===== config.mk =====
export PLATFORM = sky130hd
export DESIGN_NAME = trap_sequencer_flat
export DESIGN_NICKNAME = d
export VERILOG_FILES = /design/src/rtl/trap_sequencer_if.sv /design/src/rtl/trap_sequencer.sv /design/src/flat_wrapper.sv
export SDC_FILE = /design/constraint.sdc
export NUM_CORES = 1
export LEC_CHECK = 0
export CAP_MARGIN = 0
export CORE_AREA = 5 5 247 249
export DETAILED_ROUTE_END_ITERATION = 10
export DIE_AREA = 0 0 252 254
export GPL_TIMING_DRIVEN = 1
export PLACE_DENSITY = 0.47
export RECOVER_POWER = 100
export SYNTH_ARGS = -nofsm -noshare
export SYNTH_HDL_FRONTEND = slang
export SYNTH_SLANG_ARGS = --single-unit

===== constraint.sdc =====
create_clock -name clk -period 2.35 [get_ports clk]
set_clock_uncertainty 0.15 [all_clocks]
set_input_delay 0.3525 -clock clk [delete_from_list [all_inputs] [get_ports clk]]
set_output_delay 0.3525 -clock clk [all_outputs]
set_load 0.005 [all_outputs]

===== src/rtl/trap_sequencer_if.sv =====
// trap_sequencer_if: commit-stage trap/return flags, CSR inputs and fetch redirect handshake
// master: commit stage / CSR file / fetch side (drives flags and CSRs, accepts redirect)
// slave:  trap_sequencer (drives hold, commit pulses, cause/tval and redirect)
interface trap_sequencer_if #(parameter int XLEN = 64);
  logic            valid;
  logic [XLEN-1:0] ins_pc;
  logic [31:0]     ins_word;
  logic [XLEN-1:0] bad_addr;
  logic            ins_page_fault, ins_acc_fault, ill_ins, ins_addr_mis, ecall, ebreak;
  logic            ld_addr_mis, st_addr_mis, ld_page_fault, st_page_fault, ld_acc_fault, st_acc_fault;
  logic            m_ret, s_ret;
  logic [1:0]      priv;
  logic [15:0]     medeleg;
  logic [XLEN-1:0] mtvec, stvec, mepc, sepc;
  logic            drain_done, fetch_ack;
  logic            hold, trap_target_m, trap_target_s, ret_m, ret_s;
  logic [XLEN-1:0] cause, tval;
  logic            redirect_valid;
  logic [XLEN-1:0] redirect_pc;
  modport master (
    output valid, ins_pc, ins_word, bad_addr, ins_page_fault, ins_acc_fault, ill_ins, ins_addr_mis,
           ecall, ebreak, ld_addr_mis, st_addr_mis, ld_page_fault, st_page_fault, ld_acc_fault,
           st_acc_fault, m_ret, s_ret, priv, medeleg, mtvec, stvec, mepc, sepc, drain_done, fetch_ack,
    input  hold, trap_target_m, trap_target_s, ret_m, ret_s, cause, tval, redirect_valid, redirect_pc
  );
  modport slave (
    input  valid, ins_pc, ins_word, bad_addr, ins_page_fault, ins_acc_fault, ill_ins, ins_addr_mis,
           ecall, ebreak, ld_addr_mis, st_addr_mis, ld_page_fault, st_page_fault, ld_acc_fault,
           st_acc_fault, m_ret, s_ret, priv, medeleg, mtvec, stvec, mepc, sepc, drain_done, fetch_ack,
    output hold, trap_target_m, trap_target_s, ret_m, ret_s, cause, tval, redirect_valid, redirect_pc
  );
endinterface


===== src/rtl/trap_sequencer.sv =====
// trap_sequencer: commit-end exception/xRET sequencer (IDLE -> DRAIN -> COMMIT -> REDIRECT)
// Ports: clk, rst (sync, active-high), bus (trap_sequencer_if.slave: commit flags, CSRs,
//        drain_done/fetch_ack in; hold, commit pulses, cause/tval, redirect valid/pc out).
// Macro TRAP_DELEG_EN: enables medeleg delegation to S and SRET; otherwise all traps go to M
//        and SRET is raised as an illegal instruction.
module trap_sequencer #(parameter int XLEN = 64) (
  input logic clk,
  input logic rst,
  trap_sequencer_if.slave bus
);
  typedef enum logic [1:0] {IDLE, DRAIN, COMMIT, REDIR} state_t;
  state_t state_q, state_d;
  logic [XLEN-1:0] cause_q, cause_d, tval_q, tval_d, pc_q, pc_d, exc_tval, vec, epc;
  logic ret_q, ret_d, sel_s_q, sel_s_d;
  logic ill, exc, sret, ev, deleg;
  logic [3:0] code;
`ifdef TRAP_DELEG_EN
  assign ill = bus.ill_ins;
  assign sret = bus.s_ret;
  assign deleg = (bus.priv != 2'd3) & bus.medeleg[code];
  assign vec = sel_s_q ? bus.stvec : bus.mtvec;
  assign epc = sel_s_q ? bus.sepc : bus.mepc;
`else
  assign ill = bus.ill_ins | bus.s_ret;
  assign sret = 1'b0;
  assign deleg = 1'b0;
  assign vec = bus.mtvec;
  assign epc = bus.mepc;
`endif
  assign exc = bus.ins_page_fault | bus.ins_acc_fault | ill | bus.ins_addr_mis | bus.ecall | bus.ebreak |
               bus.st_addr_mis | bus.ld_addr_mis | bus.st_page_fault | bus.ld_page_fault |
               bus.st_acc_fault | bus.ld_acc_fault;
  assign ev = bus.valid & (exc | bus.m_ret | sret);
  assign code = bus.ins_page_fault ? 4'd12 :
                bus.ins_acc_fault  ? 4'd1  :
                ill                ? 4'd2  :
                bus.ins_addr_mis   ? 4'd0  :
                bus.ecall          ? 4'd8 + {2'b00, bus.priv} :
                bus.ebreak         ? 4'd3  :
                bus.st_addr_mis    ? 4'd6  :
                bus.ld_addr_mis    ? 4'd4  :
                bus.st_page_fault  ? 4'd15 :
                bus.ld_page_fault  ? 4'd13 :
                bus.st_acc_fault   ? 4'd7  : 4'd5;
  assign exc_tval = (bus.ins_page_fault | bus.ins_acc_fault) ? bus.ins_pc :
                    ill              ? {{(XLEN-32){1'b0}}, bus.ins_word} :
                    bus.ins_addr_mis ? bus.ins_pc :
                    bus.ecall        ? '0 :
                    bus.ebreak       ? bus.ins_pc : bus.bad_addr;
  always_ff @(posedge clk) begin
    if (rst) begin
      state_q <= IDLE;
      cause_q <= '0;
      tval_q <= '0;
      pc_q <= '0;
      ret_q <= 1'b0;
      sel_s_q <= 1'b0;
    end else begin
      state_q <= state_d;
      cause_q <= cause_d;
      tval_q <= tval_d;
      pc_q <= pc_d;
      ret_q <= ret_d;
      sel_s_q <= sel_s_d;
    end
  end
  always_comb begin
    state_d = state_q == IDLE   ? (ev ? DRAIN : IDLE) :
              state_q == DRAIN  ? (bus.drain_done ? COMMIT : DRAIN) :
              state_q == COMMIT ? REDIR : (bus.fetch_ack ? IDLE : REDIR);
  end
  // Event attributes are captured on IDLE->DRAIN; the redirect target is captured in COMMIT
  // so it stays stable for the whole REDIRECT handshake.
  always_comb begin
    cause_d = cause_q;
    tval_d = tval_q;
    ret_d = ret_q;
    sel_s_d = sel_s_q;
    pc_d = pc_q;
    if (state_q == IDLE && ev) begin
      cause_d = exc ? {{(XLEN-4){1'b0}}, code} : '0;
      tval_d = exc ? exc_tval : '0;
      ret_d = ~exc;
      sel_s_d = exc ? deleg : ~bus.m_ret;
    end
    if (state_q == COMMIT) pc_d = ret_q ? epc : {vec[XLEN-1:2], 2'b00};
  end
  always_comb begin
    bus.hold = state_q != IDLE;
    bus.trap_target_m = (state_q == COMMIT) & ~ret_q & ~sel_s_q;
    bus.ret_m = (state_q == COMMIT) & ret_q & ~sel_s_q;
`ifdef TRAP_DELEG_EN
    bus.trap_target_s = (state_q == COMMIT) & ~ret_q & sel_s_q;
    bus.ret_s = (state_q == COMMIT) & ret_q & sel_s_q;
`else
    bus.trap_target_s = 1'b0;
    bus.ret_s = 1'b0;
`endif
    bus.redirect_valid = state_q == REDIR;
    bus.redirect_pc = pc_q;
    bus.cause = cause_q;
    bus.tval = tval_q;
  end
endmodule


===== src/flat_wrapper.sv =====
// flat-port wrapper written by rule: the top's interface ports become plain ports
module trap_sequencer_flat 
#(parameter int XLEN = 64)
  (clk, rst, bus_valid, bus_ins_pc, bus_ins_word, bus_bad_addr, bus_ins_page_fault, bus_ins_acc_fault, bus_ill_ins, bus_ins_addr_mis, bus_ecall, bus_ebreak, bus_ld_addr_mis, bus_st_addr_mis, bus_ld_page_fault, bus_st_page_fault, bus_ld_acc_fault, bus_st_acc_fault, bus_m_ret, bus_s_ret, bus_priv, bus_medeleg, bus_mtvec, bus_stvec, bus_mepc, bus_sepc, bus_drain_done, bus_fetch_ack, bus_hold, bus_trap_target_m, bus_trap_target_s, bus_ret_m, bus_ret_s, bus_cause, bus_tval, bus_redirect_valid, bus_redirect_pc);
  trap_sequencer_if #(.XLEN(XLEN)) bus_i ();
  input logic clk;
  input logic rst;
  input wire logic [$bits(bus_i.valid)-1:0] bus_valid;
  input wire logic [$bits(bus_i.ins_pc)-1:0] bus_ins_pc;
  input wire logic [$bits(bus_i.ins_word)-1:0] bus_ins_word;
  input wire logic [$bits(bus_i.bad_addr)-1:0] bus_bad_addr;
  input wire logic [$bits(bus_i.ins_page_fault)-1:0] bus_ins_page_fault;
  input wire logic [$bits(bus_i.ins_acc_fault)-1:0] bus_ins_acc_fault;
  input wire logic [$bits(bus_i.ill_ins)-1:0] bus_ill_ins;
  input wire logic [$bits(bus_i.ins_addr_mis)-1:0] bus_ins_addr_mis;
  input wire logic [$bits(bus_i.ecall)-1:0] bus_ecall;
  input wire logic [$bits(bus_i.ebreak)-1:0] bus_ebreak;
  input wire logic [$bits(bus_i.ld_addr_mis)-1:0] bus_ld_addr_mis;
  input wire logic [$bits(bus_i.st_addr_mis)-1:0] bus_st_addr_mis;
  input wire logic [$bits(bus_i.ld_page_fault)-1:0] bus_ld_page_fault;
  input wire logic [$bits(bus_i.st_page_fault)-1:0] bus_st_page_fault;
  input wire logic [$bits(bus_i.ld_acc_fault)-1:0] bus_ld_acc_fault;
  input wire logic [$bits(bus_i.st_acc_fault)-1:0] bus_st_acc_fault;
  input wire logic [$bits(bus_i.m_ret)-1:0] bus_m_ret;
  input wire logic [$bits(bus_i.s_ret)-1:0] bus_s_ret;
  input wire logic [$bits(bus_i.priv)-1:0] bus_priv;
  input wire logic [$bits(bus_i.medeleg)-1:0] bus_medeleg;
  input wire logic [$bits(bus_i.mtvec)-1:0] bus_mtvec;
  input wire logic [$bits(bus_i.stvec)-1:0] bus_stvec;
  input wire logic [$bits(bus_i.mepc)-1:0] bus_mepc;
  input wire logic [$bits(bus_i.sepc)-1:0] bus_sepc;
  input wire logic [$bits(bus_i.drain_done)-1:0] bus_drain_done;
  input wire logic [$bits(bus_i.fetch_ack)-1:0] bus_fetch_ack;
  output wire logic [$bits(bus_i.hold)-1:0] bus_hold;
  output wire logic [$bits(bus_i.trap_target_m)-1:0] bus_trap_target_m;
  output wire logic [$bits(bus_i.trap_target_s)-1:0] bus_trap_target_s;
  output wire logic [$bits(bus_i.ret_m)-1:0] bus_ret_m;
  output wire logic [$bits(bus_i.ret_s)-1:0] bus_ret_s;
  output wire logic [$bits(bus_i.cause)-1:0] bus_cause;
  output wire logic [$bits(bus_i.tval)-1:0] bus_tval;
  output wire logic [$bits(bus_i.redirect_valid)-1:0] bus_redirect_valid;
  output wire logic [$bits(bus_i.redirect_pc)-1:0] bus_redirect_pc;
  assign bus_i.valid = bus_valid;
  assign bus_i.ins_pc = bus_ins_pc;
  assign bus_i.ins_word = bus_ins_word;
  assign bus_i.bad_addr = bus_bad_addr;
  assign bus_i.ins_page_fault = bus_ins_page_fault;
  assign bus_i.ins_acc_fault = bus_ins_acc_fault;
  assign bus_i.ill_ins = bus_ill_ins;
  assign bus_i.ins_addr_mis = bus_ins_addr_mis;
  assign bus_i.ecall = bus_ecall;
  assign bus_i.ebreak = bus_ebreak;
  assign bus_i.ld_addr_mis = bus_ld_addr_mis;
  assign bus_i.st_addr_mis = bus_st_addr_mis;
  assign bus_i.ld_page_fault = bus_ld_page_fault;
  assign bus_i.st_page_fault = bus_st_page_fault;
  assign bus_i.ld_acc_fault = bus_ld_acc_fault;
  assign bus_i.st_acc_fault = bus_st_acc_fault;
  assign bus_i.m_ret = bus_m_ret;
  assign bus_i.s_ret = bus_s_ret;
  assign bus_i.priv = bus_priv;
  assign bus_i.medeleg = bus_medeleg;
  assign bus_i.mtvec = bus_mtvec;
  assign bus_i.stvec = bus_stvec;
  assign bus_i.mepc = bus_mepc;
  assign bus_i.sepc = bus_sepc;
  assign bus_i.drain_done = bus_drain_done;
  assign bus_i.fetch_ack = bus_fetch_ack;
  assign bus_hold = bus_i.hold;
  assign bus_trap_target_m = bus_i.trap_target_m;
  assign bus_trap_target_s = bus_i.trap_target_s;
  assign bus_ret_m = bus_i.ret_m;
  assign bus_ret_s = bus_i.ret_s;
  assign bus_cause = bus_i.cause;
  assign bus_tval = bus_i.tval;
  assign bus_redirect_valid = bus_i.redirect_valid;
  assign bus_redirect_pc = bus_i.redirect_pc;
  trap_sequencer #(.XLEN(XLEN)) u_core (.clk(clk), .rst(rst), .bus(bus_i));
endmodule

## Word level (Yosys, flattened, before mapping)

Index checks and enable logic that the tools add are counted.

| storage, ports and cells | value |
|---|---|
| output and inout bits | 198 |
| flip-flop bits (word level) | 196 |
| bits of input ports | 453 |
| word-level logic and storage cells | 61 |

| operators by class | value |
|---|---|
| multiplexer cells | 26 |
| $add $sub $neg | 1 |
| reduce and logical (&&, ||, !) cells | 3 |
| bitwise gates (word level) | 22 |
| equality and inequality tests | 3 |

Operator list:

| cell | number |
|---|---|
| $mux 64 | 7 |
| $mux 4 | 11 |
| $or 1x1->1 | 13 |
| $mux 2 | 6 |
| $and 1x1->1 | 5 |
| $add 4x2->4 const A | 1 |
| $eq 2x2->1 const B | 2 |
| $not 1->1 | 4 |
| $eq 2x1->1 const B | 1 |
| $logic_not 2->1 | 1 |
| $mux 1 | 2 |
| $reduce_bool 2->1 | 1 |
| $logic_and 1x1->1 | 1 |

## Longest topological paths before layout

| depth | value |
|---|---|
| depth after elaboration | 15 |
| gate-level depth with buffers | 8 |
| gate-level depth less buffers | 5 |

## Worst setup path after synthesis

OpenSTA, ideal clock, no wires.

| path | value |
|---|---|
| kind | input -> register |
| from | input port bus_st_page_fault |
| to | register u_core.tval_q[33] (netlist: u_core.bus.tval[33]) |
| arrival | 2.139 ns |
| path slack | -0.007 ns |
| required time | 2.132 ns |
| buffers on the path | 2 |
| cell stages on the path | 7 |
| library setup time | 0.068 ns |
| cells stage by stage | or4_4 or4_4 o21ai_4 and2b_1 buf_6 buf_6 o2bb2ai_2 |

| on the way | value |
|---|---|
| word-level cells in the longest chain between the ends | 7 |
| elaborated cells between the ends (all ways) | 8 |
| classes of those cells | mux (1); bitwise (6); reduce/logical (1) |

Ends and longest elaborated chain:

| item | RTL line | RTL |
|---|---|---|
| start, declared | flat_wrapper.sv:21 | `input wire logic [$bits(bus_i.st_page_fault)-1:0] bus_st_page_fault;` |
| $or 1x1->1 * (3 in a row) | trap_sequencer.sv:31 | `bus.st_addr_mis \| bus.ld_addr_mis \| bus.st_page_fault \| bus.ld_page_fault \|` |
| $or 1x1->1 * | trap_sequencer.sv:32 | `bus.st_acc_fault \| bus.ld_acc_fault;` |
| $or 1x1->1 | trap_sequencer.sv:33 | `assign ev = bus.valid & (exc \| bus.m_ret \| sret);` |
| $and 1x1->1 | trap_sequencer.sv:33 |  |
| $logic_and 1x1->1 | trap_sequencer.sv:80 | `if (state_q == IDLE && ev) begin` |
| end signal, assigned | trap_sequencer.sv:61 | `tval_q <= tval_d;` |
| end, declared | trap_sequencer.sv:13 | `logic [XLEN-1:0] cause_q, cause_d, tval_q, tval_d, pc_q, pc_d, exc_tval, vec, epc;` |

Every way passes the cells marked *; elsewhere a longest branch is shown, timed or not.
A chain may end at the register's enable or synchronous reset.

## Worst setup path in the final report

| path | value |
|---|---|
| from | input port bus_ins_page_fault |
| to | register u_core.tval_q[31] (netlist: u_core.bus.tval[31]) |

| on the way | value |
|---|---|
| word-level cells in the longest chain between the ends | 14 |
| elaborated cells between the ends (all ways) | 16 |
| classes of those cells | mux (2); bitwise (13); reduce/logical (1) |

Ends and longest elaborated chain:

| item | RTL line | RTL |
|---|---|---|
| start, declared | flat_wrapper.sv:12 | `input wire logic [$bits(bus_i.ins_page_fault)-1:0] bus_ins_page_fault;` |
| $or 1x1->1 * | trap_sequencer.sv:30, trap_sequencer.sv:45 |  |
| $or 1x1->1 (5 in a row) | trap_sequencer.sv:30 | `assign exc = bus.ins_page_fault \| bus.ins_acc_fault \| ill \| bus.ins_addr_mis \| bus.ecall \| bus.ebreak \|` |
| $or 1x1->1 (4 in a row) | trap_sequencer.sv:31 |  |
| $or 1x1->1 | trap_sequencer.sv:32 |  |
| $or 1x1->1 | trap_sequencer.sv:33 |  |
| $and 1x1->1 | trap_sequencer.sv:33 |  |
| $logic_and 1x1->1 | trap_sequencer.sv:80 |  |

Marks and branches as above.

==> flow_metrics.tcl <==
set metrics [dict create \
    status "completed" \
    dp_hpwl_mm 27.5 \
    finish.utilization 0.231 \
    area_growth_pct 90.1 \
    seq_area_frac_synth 0.383 \
    netlist.area_leader.share 0.383 \
    yosysMostFrequentCell "dfxtp_1" \
    diodes 0 \
    fp.dieArea_sq_um 64000 \
    critPathArrivalTime_ns 2.60 \
    vias_per_cell 3.69 \
    max-cap-violations 0 \
    path_class "in -> reg" \
    hold_path_end "u_core.ret_q" \
    clkPwrFrac 0.400 \
    clock_latency_ns 0.47 \
    min-delay-start "bus_ld_acc_fault" \
    via_count 7533 \
    die_h_um 254 \
    hold_path_class "in -> reg" \
    ff2ff_path_depth 9 \
    wl_per_cell_um 16.7 \
    ant_nets 0 \
    slew_viol_final 0 \
    synth_ff_type "dfxtp_1" \
    synthTopCellsByCount "dfxtp_1 (136), nor2_1 (102), mux2i_1 (94), a211oi_1 (64), buf_4 (62)" \
    cp-end-kind "register" \
    switching_share 0.279 \
    grt_antenna_before_repair 7 \
    htree_levels 4 \
    r2r_start "u_core.state_q[0]" \
    design_area_sq_um 13500 \
    finalWirelength_mm 34.1 \
    combPwrFrac 0.248 \
    num_rows 89 \
    setup_viol 0 \
    clk_pin_slew_worst_paths_ns 0.07 \
    ys_ff_latch 136 \
    worst-slew-pin-transition_ns 0.884 \
    nets 1709 \
    fmax_ghz 0.429 \
    synthArstFlopShare 0 \
    cts_tree "done" \
    place_congestion 0.818 \
    syn-cell-area_sq_um 7110 \
    avgSynthCellArea_sq_um 9.19 \
    min_delay_path_depth 4 \
    cts_root_buffer "clkbuf_16" \
    core_sq_um 58500 \
    dp.cells 2000 \
    synth_area_leaders "dfxtp_1 (38%), mux2i_1 (13%), a211oi_1 (6.8%)" \
    clock-sinks 136 \
    grt_pass1_vias 7976 \
    drive_above_1_share 0.133 \
    cts_buffers 17 \
    final_cells 2042 \
    top_level_ports 651 \
    drt_iter0_drc 275 \
    crit_fanout 7 \
    grt-ovfl-total 0 \
    dieWidth_um 252 \
    crit_path_start_kind "input pin" \
    grt_use_total 0.103 \
    io_buffers 442 \
    synth.distinct_cells 39 \
    regToRegSetupSlack_ns 0.32 \
    drc 0 \
    postCtsHoldBufs 0 \
    postSynthCellCount 773 \
    p_leak_nw 5.38 \
    p_per_area_nw_per_um2 543 \
    start_util 0.122 \
    grt_max_degree 60 \
    switching_power_w 0.00205 \
    firstDrtPassIters 5 \
    ir_drop_mv 0.545 \
    synth_top_area_cell "dfxtp_1" \
    internal_power_w 0.00529 \
    slew_headroom 0.408 \
    grt_pass1_wl_mm 49.3 \
    r2r-end "u_core.bus.tval[31]" \
    period_minus_slack_ns 2.33 \
    power_frac_seq 0.352 \
    setup_tns_ns 0 \
    cp.required_ns 2.62 \
    synth-edff-count 0 \
    finalHoldViolations 0 \
    placed_area_sq_um 12800 \
    clock_path_buffers 2 \
    yosys_warnings 0 \
    post-route-period-util 0.992 \
]
-- layer usage --
layer	up-vias	track usage	part of all wire
li1	3681	-	-
met1	3430	0.123	0.42
met2	385	0.164	0.45
met3	27	0.0506	0.11
met4	10	0.0298	0.012
met5	-	0	0.0018
-- layout make-up --
type | count | area [sq um]
multi-input combinational | 567 | 3910
inverter | 2 | 7.51
clock buffer | 18 | 439
timing repair buffer | 532 | 5280
fill | 6490 | 45000
clock inverter | 14 | 184
sequential | 136 | 2730
tap | 773 | 967
-- cells in the final DEF, fill, tap and decap left out, types with 4 or more instances in the layout --
cell / n
a211oi_1: 64
nor2_1: 99
dlygate4sd2_1: 6
o2bb2ai_2: 30
clkbuf_2: 5
inv_6: 5
clkdlybuf4s50_1: 302
dfxtp_1: 134
a21oi_1: 41
conb_1: 62
clkbuf_1: 7
o21bai_1: 34
buf_12: 13
clkbuf_16: 18
buf_4: 61
mux2i_1: 94
dlymetal6s2s_1: 4
a32o_1: 32
o21ai_0: 36
nand2_1: 39
dlygate4sd3_1: 126
-- worst max-delay path by stage --
stage	depth (start not counted)	startpoint	slack, ns	endpoint
after floorplan	7	bus_st_page_fault	-0.007	u_core.bus.tval[33]
after global placement	8	bus_ld_page_fault	-0.63	u_core.bus.tval[49]
after detailed placement	8	bus_ld_page_fault	-0.68	u_core.bus.tval[39]
after CTS	9	bus_ld_page_fault	-0.002	u_core.bus.tval[28]
after global routing	9	bus_ins_page_fault	-0.01	u_core.bus.tval[31]
final	9	bus_ins_page_fault	0.02	u_core.bus.tval[31]
-- repair_timing --
item / CTS / global route
pin swaps: 3 / 6
resized for setup: 17 / 9
endpoints found under the setup margin: 66 / 67
gates cloned: 1 / 1
setup buffers: 7 / 1
-- power by group through the flow --
stage	Combinational [W]	Clock (W)	Sequential, W
floorplan	0.000694	0	0.00264
global placement	0.00185	0	0.00264
detailed placement	0.00186	0	0.00265
CTS	0.00191	0.00307	0.00260
global route	0.00198	0.00315	0.00261
finish	0.00182	0.00293	0.00259
-- flip-flops by register name (all words and copies together) (netlist names) --
name,count
u_core.bus.redirect_pc,64
u_core.bus.tval,64
u_core.bus.cause,4
u_core.state_q,2
u_core.ret_q,1
u_core.sel_s_q,1
-- cell families (layout without fill, tap and decap cells) --
family | after synthesis | in the layout | share of synthesized area
compound gates | 246 | 246 | 0.278
buf+inv | 131 | 566 | 0.108
flops | 136 | 136 | 0.383
mux | 94 | 94 | 0.132
other cells | 1 | 62 | 0.000528
simple gates | 165 | 165 | 0.0981
-- per-stage QoR --
step | total power, W | hold WS, ns | worst slack [ns]
after floorplan | 0.00333 | 0.298 | -0.00749
after global placement | 0.00450 | 0.302 | -0.627
after detailed placement | 0.00451 | 0.302 | -0.681
after CTS | 0.00758 | 0.267 | -0.00183
after global routing | 0.00774 | 0.217 | -0.0126
final | 0.00734 | 0.234 | 0.0187
-- critical path, stage by stage --
cell and delay [ns]:
clkdlybuf4s15_1 0.21, or4_4 0.55, or4_4 0.57, o21ai_4 0.16
and2b_4 0.18, buf_12 0.14, buf_12 0.15, clkbuf_16 0.15
a32o_1 0.11
(Power assumes the default switching activity.)
